<file path="config.mk">
export PLATFORM = sky130hd
export DESIGN_NAME = alu_cmd_issuer
export DESIGN_NICKNAME = d
export VERILOG_FILES = /design/src/rtl/alu_pkg.sv /design/src/rtl/alu_res_fifo.sv /design/src/rtl/alu_cmd_issuer.sv
export SDC_FILE = /design/constraint.sdc
export NUM_CORES = 1
export LEC_CHECK = 0
export CORE_UTILIZATION = 47
export CTS_CLUSTER_DIAMETER = 40
export DETAILED_ROUTE_END_ITERATION = 6
export GPL_ROUTABILITY_DRIVEN = 0
export PLACE_DENSITY = 0.73
export SETUP_SLACK_MARGIN = 0.15
export SLEW_MARGIN = 20
export SYNTH_ARGS = -nofsm -noshare
export SYNTH_HDL_FRONTEND = slang
export SYNTH_HIERARCHICAL = 1
export SYNTH_SLANG_ARGS = --single-unit
</file>
<file path="constraint.sdc">
create_clock -name clk -period 1.95 [get_ports clk]
set_input_delay 0.39 -clock clk [delete_from_list [all_inputs] [get_ports clk]]
set_output_delay 0.39 -clock clk [all_outputs]
set_load 0.1 [all_outputs]
</file>
<file path="src/rtl/alu_pkg.sv">
// Shared types and constants for the 5-bit signed ALU and its command issuer.
package alu_pkg;

  localparam int OPND_W    = 5;
  localparam int RES_W     = 6;
  localparam int DEF_TAG_W = 4;

  typedef enum logic [1:0] {
    MODE_NONE = 2'b00,
    MODE_A    = 2'b01,
    MODE_B    = 2'b10,
    MODE_AB   = 2'b11
  } mode_e;

  localparam logic [2:0] AOP_0 = 3'b000;
  localparam logic [2:0] AOP_1 = 3'b001;
  localparam logic [2:0] AOP_2 = 3'b010;
  localparam logic [2:0] AOP_3 = 3'b011;
  localparam logic [2:0] AOP_4 = 3'b100;
  localparam logic [2:0] AOP_5 = 3'b101;
  localparam logic [2:0] AOP_6 = 3'b110;

  localparam logic [1:0] BOP_0 = 2'b00;
  localparam logic [1:0] BOP_1 = 2'b01;
  localparam logic [1:0] BOP_2 = 2'b10;
  localparam logic [1:0] BOP_3 = 2'b11;

  typedef struct packed {
    logic signed [RES_W-1:0] data;
    logic [DEF_TAG_W-1:0]    tag;
    logic                    err;
  } res_t;

  // Opcode 111 does not exist on the A side, and B-only mode has no opcode 11.
  function automatic logic cmd_illegal(input logic [1:0] mode, input logic [2:0] op);
    logic bad;
    bad = 1'b0;
    case (mode_e'(mode))
      MODE_NONE: bad = 1'b1;
      MODE_A:    bad = (op == 3'b111);
      MODE_B:    bad = (op[1:0] == 2'b11);
      default:   bad = 1'b0;
    endcase
    return bad;
  endfunction

endpackage

</file>
<file path="src/rtl/alu_res_fifo.sv">
// Small synchronous FIFO holding returned ALU results, generic over the payload type.
module alu_res_fifo #(
  parameter int  DEPTH = 4,
  parameter type T     = alu_pkg::res_t
) (
  input  logic                       clk,
  input  logic                       rst_n,
  input  logic                       push,
  input  T                           wdata,
  input  logic                       pop,
  output T                           rdata,
  output logic [$clog2(DEPTH+1)-1:0] count,
  output logic                       full,
  output logic                       empty
);

  localparam int PW = (DEPTH > 1) ? $clog2(DEPTH) : 1;
  localparam int CW = $clog2(DEPTH + 1);

  T mem [DEPTH];
  logic [PW-1:0] wr_ptr;
  logic [PW-1:0] rd_ptr;
  logic          do_push;
  logic          do_pop;

  function automatic logic [PW-1:0] next_ptr(input logic [PW-1:0] p);
    return (p == PW'(DEPTH - 1)) ? '0 : p + 1'b1;
  endfunction

  assign full    = (count == CW'(DEPTH));
  assign empty   = (count == '0);
  assign do_push = push && !full;
  assign do_pop  = pop && !empty;
  assign rdata   = mem[rd_ptr];

  always_ff @(posedge clk or negedge rst_n) begin
    if (!rst_n) begin
      wr_ptr <= '0;
      rd_ptr <= '0;
      count  <= '0;
    end else begin
      if (do_push) wr_ptr <= next_ptr(wr_ptr);
      if (do_pop)  rd_ptr <= next_ptr(rd_ptr);
      if (do_push && !do_pop)      count <= count + 1'b1;
      else if (do_pop && !do_push) count <= count - 1'b1;
    end
  end

  // Storage needs no reset; readers only look at it while the FIFO is non-empty.
  always_ff @(posedge clk) begin
    if (do_push) mem[wr_ptr] <= wdata;
  end

endmodule

</file>
<file path="src/rtl/alu_cmd_issuer.sv">
// Issues commands to the registered ALU, captures its result two cycles later and
// returns tagged results in order through a credit-protected FIFO.
module alu_cmd_issuer
  import alu_pkg::*;
#(
  parameter int RES_DEPTH = 4,
  parameter int TAG_W     = 4
) (
  input  logic                     clk,
  input  logic                     rst_n,
  input  logic                     cmd_valid,
  output logic                     cmd_ready,
  input  logic [1:0]               cmd_mode,
  input  logic [2:0]               cmd_op,
  input  logic signed [OPND_W-1:0] cmd_a,
  input  logic signed [OPND_W-1:0] cmd_b,
  input  logic [TAG_W-1:0]         cmd_tag,
  output logic                     ALU_en,
  output logic                     a_en,
  output logic                     b_en,
  output logic [2:0]               a_op,
  output logic [1:0]               b_op,
  output logic signed [OPND_W-1:0] A,
  output logic signed [OPND_W-1:0] B,
  input  logic signed [RES_W-1:0]  C,
  output logic                     res_valid,
  input  logic                     res_ready,
  output logic signed [RES_W-1:0]  res_data,
  output logic [TAG_W-1:0]         res_tag,
  output logic                     res_err,
  output logic                     busy
);

  localparam int CW = $clog2(RES_DEPTH + 1);

  typedef struct packed {
    logic signed [RES_W-1:0] data;
    logic [TAG_W-1:0]        tag;
    logic                    err;
  } entry_t;

  logic             accept;
  logic             illegal;
  logic             s1_valid, s1_err, s2_valid, s2_err;
  logic [TAG_W-1:0] s1_tag, s2_tag;
  logic [CW-1:0]    fifo_count;
  logic             fifo_full, fifo_empty;
  entry_t           push_entry, head;

  // Credits count everything already committed, so the FIFO can never overflow.
  assign cmd_ready = (32'(fifo_count) + 32'(s1_valid) + 32'(s2_valid)) < 32'(RES_DEPTH);
  assign accept    = cmd_valid && cmd_ready;
  assign illegal   = cmd_illegal(cmd_mode, cmd_op);
  assign ALU_en    = s1_valid && !s1_err;

  always_ff @(posedge clk or negedge rst_n) begin
    if (!rst_n) begin
      s1_valid <= 1'b0;
      s1_err   <= 1'b0;
      s1_tag   <= '0;
      a_en     <= 1'b0;
      b_en     <= 1'b0;
      a_op     <= '0;
      b_op     <= '0;
      A        <= '0;
      B        <= '0;
      s2_valid <= 1'b0;
      s2_err   <= 1'b0;
      s2_tag   <= '0;
    end else begin
      s1_valid <= accept;
      if (accept) begin
        a_en   <= cmd_mode[0];
        b_en   <= cmd_mode[1];
        a_op   <= cmd_op;
        b_op   <= cmd_op[1:0];
        A      <= cmd_a;
        B      <= cmd_b;
        s1_tag <= cmd_tag;
        s1_err <= illegal;
      end
      s2_valid <= s1_valid;
      s2_tag   <= s1_tag;
      s2_err   <= s1_err;
    end
  end

  always_comb begin
    push_entry      = '0;
    push_entry.data = s2_err ? '0 : C;
    push_entry.tag  = s2_tag;
    push_entry.err  = s2_err;
  end

  alu_res_fifo #(
    .DEPTH (RES_DEPTH),
    .T     (entry_t)
  ) u_fifo (
    .clk   (clk),
    .rst_n (rst_n),
    .push  (s2_valid && !fifo_full),
    .wdata (push_entry),
    .pop   (res_ready),
    .rdata (head),
    .count (fifo_count),
    .full  (fifo_full),
    .empty (fifo_empty)
  );

  // Outputs read zero while empty so stale storage never shows after reset.
  assign res_valid = !fifo_empty;
  assign res_data  = res_valid ? head.data : '0;
  assign res_tag   = res_valid ? head.tag  : '0;
  assign res_err   = res_valid ? head.err  : 1'b0;
  assign busy      = s1_valid || s2_valid || res_valid;

endmodule

</file>
==> results of run 1 <==
==> stage by stage <==
stage / TNS (ns) / setup WS [ns]
final: -2.650 / -0.1796
after CTS: -2.363 / -0.1985
after global routing: -4.040 / -0.2319
after global placement: -0.05755 / -0.04517
after detailed placement: -0.1747 / -0.1258
after floorplan: -0.05133 / -0.05133
==> area by class of cell <==
type | count | area, um^2 | share of cell area (%)
timing repair buffer | 100 | 1251 | 25.35
sequential | 78 | 2180 | 44.17
multi-input combinational | 87 | 1177 | 23.86
tap | 77 | 96.34 | 1.952
clock inverter | 7 | 88.84 | 1.800
clock buffer | 9 | 123.9 | 2.510
inverter | 4 | 17.52 | 0.3550
==> state kept, by name (all words and copies together), names as in the netlist <==
register,count
a_en,1
u_fifo/rd_ptr,2
B,5
u_fifo/count,3
a_op,3
s1_valid,1
s1_tag,4
s1_err,1
s2_valid,1
A,5
b_en,1
s2_tag,4
s2_err,1
u_fifo/mem,44
u_fifo/wr_ptr,2
==> worst max-delay path, stage by stage, from the launching register on <==
cell	delay [ns]
dfrtp_4	0.44
buf_6	0.15
mux4_2	0.50
nor2b_4	0.15
buf_12	0.17
==> kinds of logic after synthesis <==
| family | Yosys count | synth area share, % |
|---|---|---|
| fa+ha+maj | 8 | 3.303 |
| xor+xnor | 3 | 0.8066 |
| compound gates | 6 | 1.497 |
| mux | 34 | 17.86 |
| simple gates | 36 | 7.066 |
| flops | 78 | 66.67 |
| buf+inv | 12 | 2.803 |
==> per-layer routing <==
metal	track usage (%)	wire (um)
met2	31.01	3182
met3	4.475	297
met4	9.242	102
met5	0	0
met1	23.92	2783
==> what timing repair did <==
item	4_1_cts	5_1_grt
endpoints found under the setup margin	75	81
hold endpoints to repair	0	0
setup buffers	18	3
pin swaps	11	4
gates resized for setup	34	7
gates cloned	5	0
==> worst paths after layout <==
path                                   from                to  slack, ns  cells past startpoint
setup / recovery           u_fifo/rd_ptr[0]       res_data[2]      -0.18                      4
hold / removal                    s1_tag[2]         s2_tag[2]       0.39                      0
setup reg to reg            u_fifo/count[2]   u_fifo/count[2]      -0.16                     10
hold reg to reg                   s1_tag[2]         s2_tag[2]       0.39                      0
max in group asynchronous             rst_n  u_fifo/rd_ptr[0]       1.16                      2
min in group asynchronous             rst_n              B[2]       0.44                      2
==> placed cells by master, fill, tap and decap left out, drive strengths merged <==
| master | count |
|---|---|
| a21o | 2 |
| a21oi | 1 |
| a31oi | 2 |
| and2 | 5 |
| and3 | 1 |
| buf | 72 |
| bufinv | 2 |
| clkbuf | 9 |
| clkdlybuf4s50 | 28 |
| clkinv | 3 |
| clkinvlp | 2 |
| dfrtp | 34 |
| edfxtp | 44 |
| fa | 1 |
| ha | 7 |
| inv | 4 |
| mux2 | 23 |
| mux4 | 11 |
| nand2 | 1 |
| nand2b | 1 |
| nand3 | 1 |
| nor2 | 2 |
| nor2b | 20 |
| nor3 | 2 |
| nor3b | 1 |
| o31ai | 1 |
| or2 | 1 |
| or3 | 1 |
| xnor2 | 1 |
| xor2 | 2 |
==> results.py, run 1 <==
metrics = {
    "routing": {
        "num_vias": 1857,
        "drt-initial-drc-count": 56,
        "drt-pass1-iter-count": 4,
        "drc_errors": 0,
        "ant_nets": 0,
        "wl_per_cell_um": 17.59,
        "routed_via_density": 5.130,
        "wirelength_mm": 6.366,
    },
    "sta": {
        "period_share_pct": 109.2,
        "setup_ws_ns": -0.1796,
        "rsz0062_at_grt": "true",
        "period_minus_slack_ns": 2.130,
        "hold-worst-slack_ns": 0.3878,
        "finalHoldViolCount": 0,
        "worstMarginPinSlew_ns": 0.4301,
        "maxSlewHeadroom_pct": 71.33,
        "maxSlewViolCount": 0,
        "fin_skew_ns": 0.007206,
        "fmax_ghz": 0.4696,
        "setup_viol": 32,
    },
    "logic_synthesis": {
        "yosysTopAreaCell": "edfxtp_1",
        "syn_nets": 214,
        "synth.avg_cell_area_um2": 18.41,
        "async_flop_share_pct": 43.59,
        "ys_ff_latch": 78,
        "ys_types": 29,
        "syn_area_mm2": 0.003258,
        "synth-edff-count": 44,
        "synth.area.top_cells": "edfxtp_1 (41%), dfrtp_1 (26%), mux2_4 (9.2%), mux4_2 (7.6%), nor2b_1 (3.8%)",
        "synth_top_area_share_pct": 40.55,
        "synth_most_common_cell": "edfxtp_1",
        "synthTopCellsByCount": "edfxtp_1 (44), dfrtp_1 (34), mux2_4 (20), nor2b_1 (20), mux4_2 (11)",
        "yosysWarnings": 6,
        "seq_area_frac_synth_pct": 66.67,
        "synth-main-ff-cell": "edfxtp_1",
        "synthCells": 177,
    },
    "die": {
        "initial_core_util_pct": 49.89,
        "boundaryPins": 61,
        "coreArea_mm2": 0.006531,
        "die_y_um": 85.26,
        "row_count": 29,
        "die_area_mm2": 0.007269,
        "fp.dieW_um": 85.26,
    },
    "run_status": {
        "outcome": "complete, but fails checks",
        "violations": "setup timing",
    },
    "global_route": {
        "antenna_found_initial": 0,
        "first_global_vias": 2005,
        "grt_pass1_wl_mm": 10.07,
        "grt_max_degree": 35,
        "grt.overflow.total": 0,
        "grt_util_all_layers_pct": 18.94,
    },
    "clocking": {
        "cts.sinks": 78,
        "clock_path_buffers": 2,
        "clk_latency_ns": 0.34,
        "h-tree-depth": 3,
        "postCtsHoldBufs": 0,
        "cts.root.buffer_cell": "clkbuf_8",
        "clk_pin_slew_ns": 0.07,
        "cts_tree": "yes",
        "cts_buffers": 9,
    },
    "min_path": {
        "hold_class": "reg -> reg",
    },
    "layout": {
        "num_antenna_cells": 0,
        "syn2layout_area_growth_pct": 51.46,
        "drive_above_1_share_pct": 54.74,
        "design_area_mm2": 0.004935,
        "nets": 317,
        "num-fill-cells": 360,
        "fin_util_pct": 75.56,
        "stdcell_count": 362,
    },
    "setup_path": {
        "startpoint_type": "flop",
        "critPathKind": "reg -> out",
        "required_ns": 1.56,
        "worstPathArrival_ns": 1.74,
        "endpoint_kind": "output pin",
        "critPathMaxFanout": 6,
    },
    "place": {
        "dp.cells": 320,
        "hpwl_mm": 3.694,
        "placed_area_mm2": 0.004275,
        "port-buffer-count": 60,
    },
    "run": {
        "cap_violations": 0,
    },
}
Power of run 1 is left out: the tool's default activity adds up to more than one toggle a clock period on the data nets, which glitch-free logic cannot reach.
==> run 2: changes to the inputs <==
--- a/config.mk
+++ b/config.mk
@@ -5,6 +5,7 @@
 export SDC_FILE = /design/constraint.sdc
 export NUM_CORES = 1
 export LEC_CHECK = 0
+export CORE_MARGIN = 3
 export CORE_UTILIZATION = 47
 export CTS_CLUSTER_DIAMETER = 40
 export DETAILED_ROUTE_END_ITERATION = 6
==> run 2 against run 1 <==
- final cell count shrank 0.55%
- the run still ends with setup timing left
- first-iteration DRC count grew 71%
- sequential share of layout area grew 0.52 points
==> results.py, run 2 (same netlist as run 1, synthesis figures left out) <==
metrics = {
    "die": {
        "die_area_mm2": 0.007967,
        "coreArea_mm2": 0.006531,
        "row_count": 29,
        "die_y_um": 89.26,
        "initial_core_util_pct": 49.89,
        "boundaryPins": 61,
        "fp.dieW_um": 89.26,
    },
    "clocking": {
        "postCtsHoldBufs": 0,
        "clk_latency_ns": 0.34,
        "cts.root.buffer_cell": "clkbuf_8",
        "cts.sinks": 78,
        "h-tree-depth": 3,
        "cts_tree": "yes",
        "clock_path_buffers": 2,
        "cts_buffers": 9,
        "clk_pin_slew_ns": 0.08,
    },
    "setup_path": {
        "slowest_stage": "mux4_2",
        "critPathMaxFanout": 7,
        "critPathKind": "reg -> out",
        "required_ns": 1.56,
        "worstPathArrival_ns": 1.74,
        "endpoint_kind": "output pin",
        "startpoint_type": "flop",
        "cpPeakStageDelay_ns": 0.49,
        "crit_path_cell_trace": "buf_12, mux4_2, nor2b_4, buf_12",
        "cpMostUsedCell": "buf_12",
    },
    "routing": {
        "wl_met3_um": 378,
        "wirelength_mm": 6.653,
        "num_vias": 1851,
        "drt-initial-drc-count": 96,
        "routed_via_density": 5.142,
        "wl_met1_mm": 2.742,
        "ant_nets": 0,
        "wl_per_cell_um": 18.48,
        "drc_errors": 0,
        "drt-pass1-iter-count": 4,
        "routed.top_layer": "met4",
        "wl_met2_mm": 3.481,
    },
    "sta": {
        "finalHoldViolCount": 0,
        "setup_ws_ns": -0.1823,
        "fmax_ghz": 0.4690,
        "fin_skew_ns": 0.01002,
        "period_minus_slack_ns": 2.132,
        "maxSlewHeadroom_pct": 71.41,
        "setup_viol": 15,
        "worstMarginPinSlew_ns": 0.4289,
        "rsz0062_at_grt": "true",
        "period_share_pct": 109.4,
        "maxSlewViolCount": 0,
    },
    "global_route": {
        "grt_max_degree": 35,
        "first_global_vias": 1877,
        "antenna_found_initial": 0,
        "grt_pass1_wl_mm": 9.308,
        "grt.overflow.total": 0,
        "grt_util_all_layers_pct": 16.04,
    },
    "layout": {
        "num-fill-cells": 381,
        "final-seq-area_mm2": 0.002180,
        "num_antenna_cells": 0,
        "syn2layout_area_growth_pct": 49.69,
        "multiInputGateArea_mm2": 0.001177,
        "final_cell_mix": "edfxtp_1 (44), dfrtp_1 (30), buf_4 (30), clkdlybuf4s50_1 (28), mux2_4 (21)",
        "top_regs": "u_fifo/mem (44), A (5), B (5)",
        "fin_util_pct": 74.67,
        "drive_above_1_share_pct": 54.42,
        "largest_register": "u_fifo/mem",
        "largest_register_ffs": 44,
        "final_common_cell": "edfxtp_1",
        "nets": 315,
    },
    "place": {
        "hpwl_mm": 3.808,
        "port-buffer-count": 60,
    },
    "min_path": {
        "hold_class": "reg -> reg",
    },
    "run_status": {
        "outcome": "complete, but fails checks",
        "violations": "setup timing",
    },
    "run": {
        "cap_violations": 0,
    },
}
==> run 2: layer usage <==
metal,vias up,GRT usage (%)
met4,0,5.683
li1,852,-
met1,929,19.27
met2,64,27.73
met5,-,0
met3,6,4.516
==> run 2: cell type report <==
class,instances,area share [%]
inverters,4,0.3592
well taps,77,1.975
repair buffers,98,24.53
clock buffers,11,3.130
multi-input cells,87,24.14
flip-flops and latches,78,44.69
clock inverters,5,1.180
==> run 2: final timing paths <==
check	from	endpoint	slack, ns	depth (start not counted)
setup / recovery	u_fifo/rd_ptr[0]	res_tag[0]	-0.18	4
hold / removal	s1_tag[3]	s2_tag[3]	0.39	0
setup reg to reg	u_fifo/count[0]	u_fifo/count[1]	-0.09	8
hold reg to reg	s1_tag[3]	s2_tag[3]	0.39	0
max in group asynchronous	rst_n	u_fifo/rd_ptr[0]	1.14	2
min in group asynchronous	rst_n	a_op[2]	0.46	2
==> run 2: what timing repair did <==
item                       in CTS  in global routing
pin swaps                      11                 10
gates cloned                    1                  3
gates resized for setup        21                 16
setup buffers                  11                  8
setup endpoints to repair      33                 76
==> run 2: through the flow <==
step           instances  worst slack, ns  instance area, um^2  hold slack [ns]   TNS [ns]
2_1_floorplan        177         -0.05133                 3383          0.09441   -0.05133
3_3_place_gp         321        -0.004693                 4270           0.3592  -0.004693
3_5_place_dp         321         -0.04903                 4270           0.3679   -0.06133
4_1_cts              349          -0.1863                 4690           0.3909     -2.147
5_1_grt              360          -0.2487                 4877           0.3967     -2.996
6_report             360          -0.1823                 4877           0.3880     -2.127
==> run 2: worst max-delay path: cells and delay by family, from the launching register on <==
kind,cells,cell delay (ns)
buffers and inverters,2,0.31
muxes,1,0.49
DFF,1,0.45
and+or+nand+nor,1,0.15
Power of run 2 is left out for the same reason.
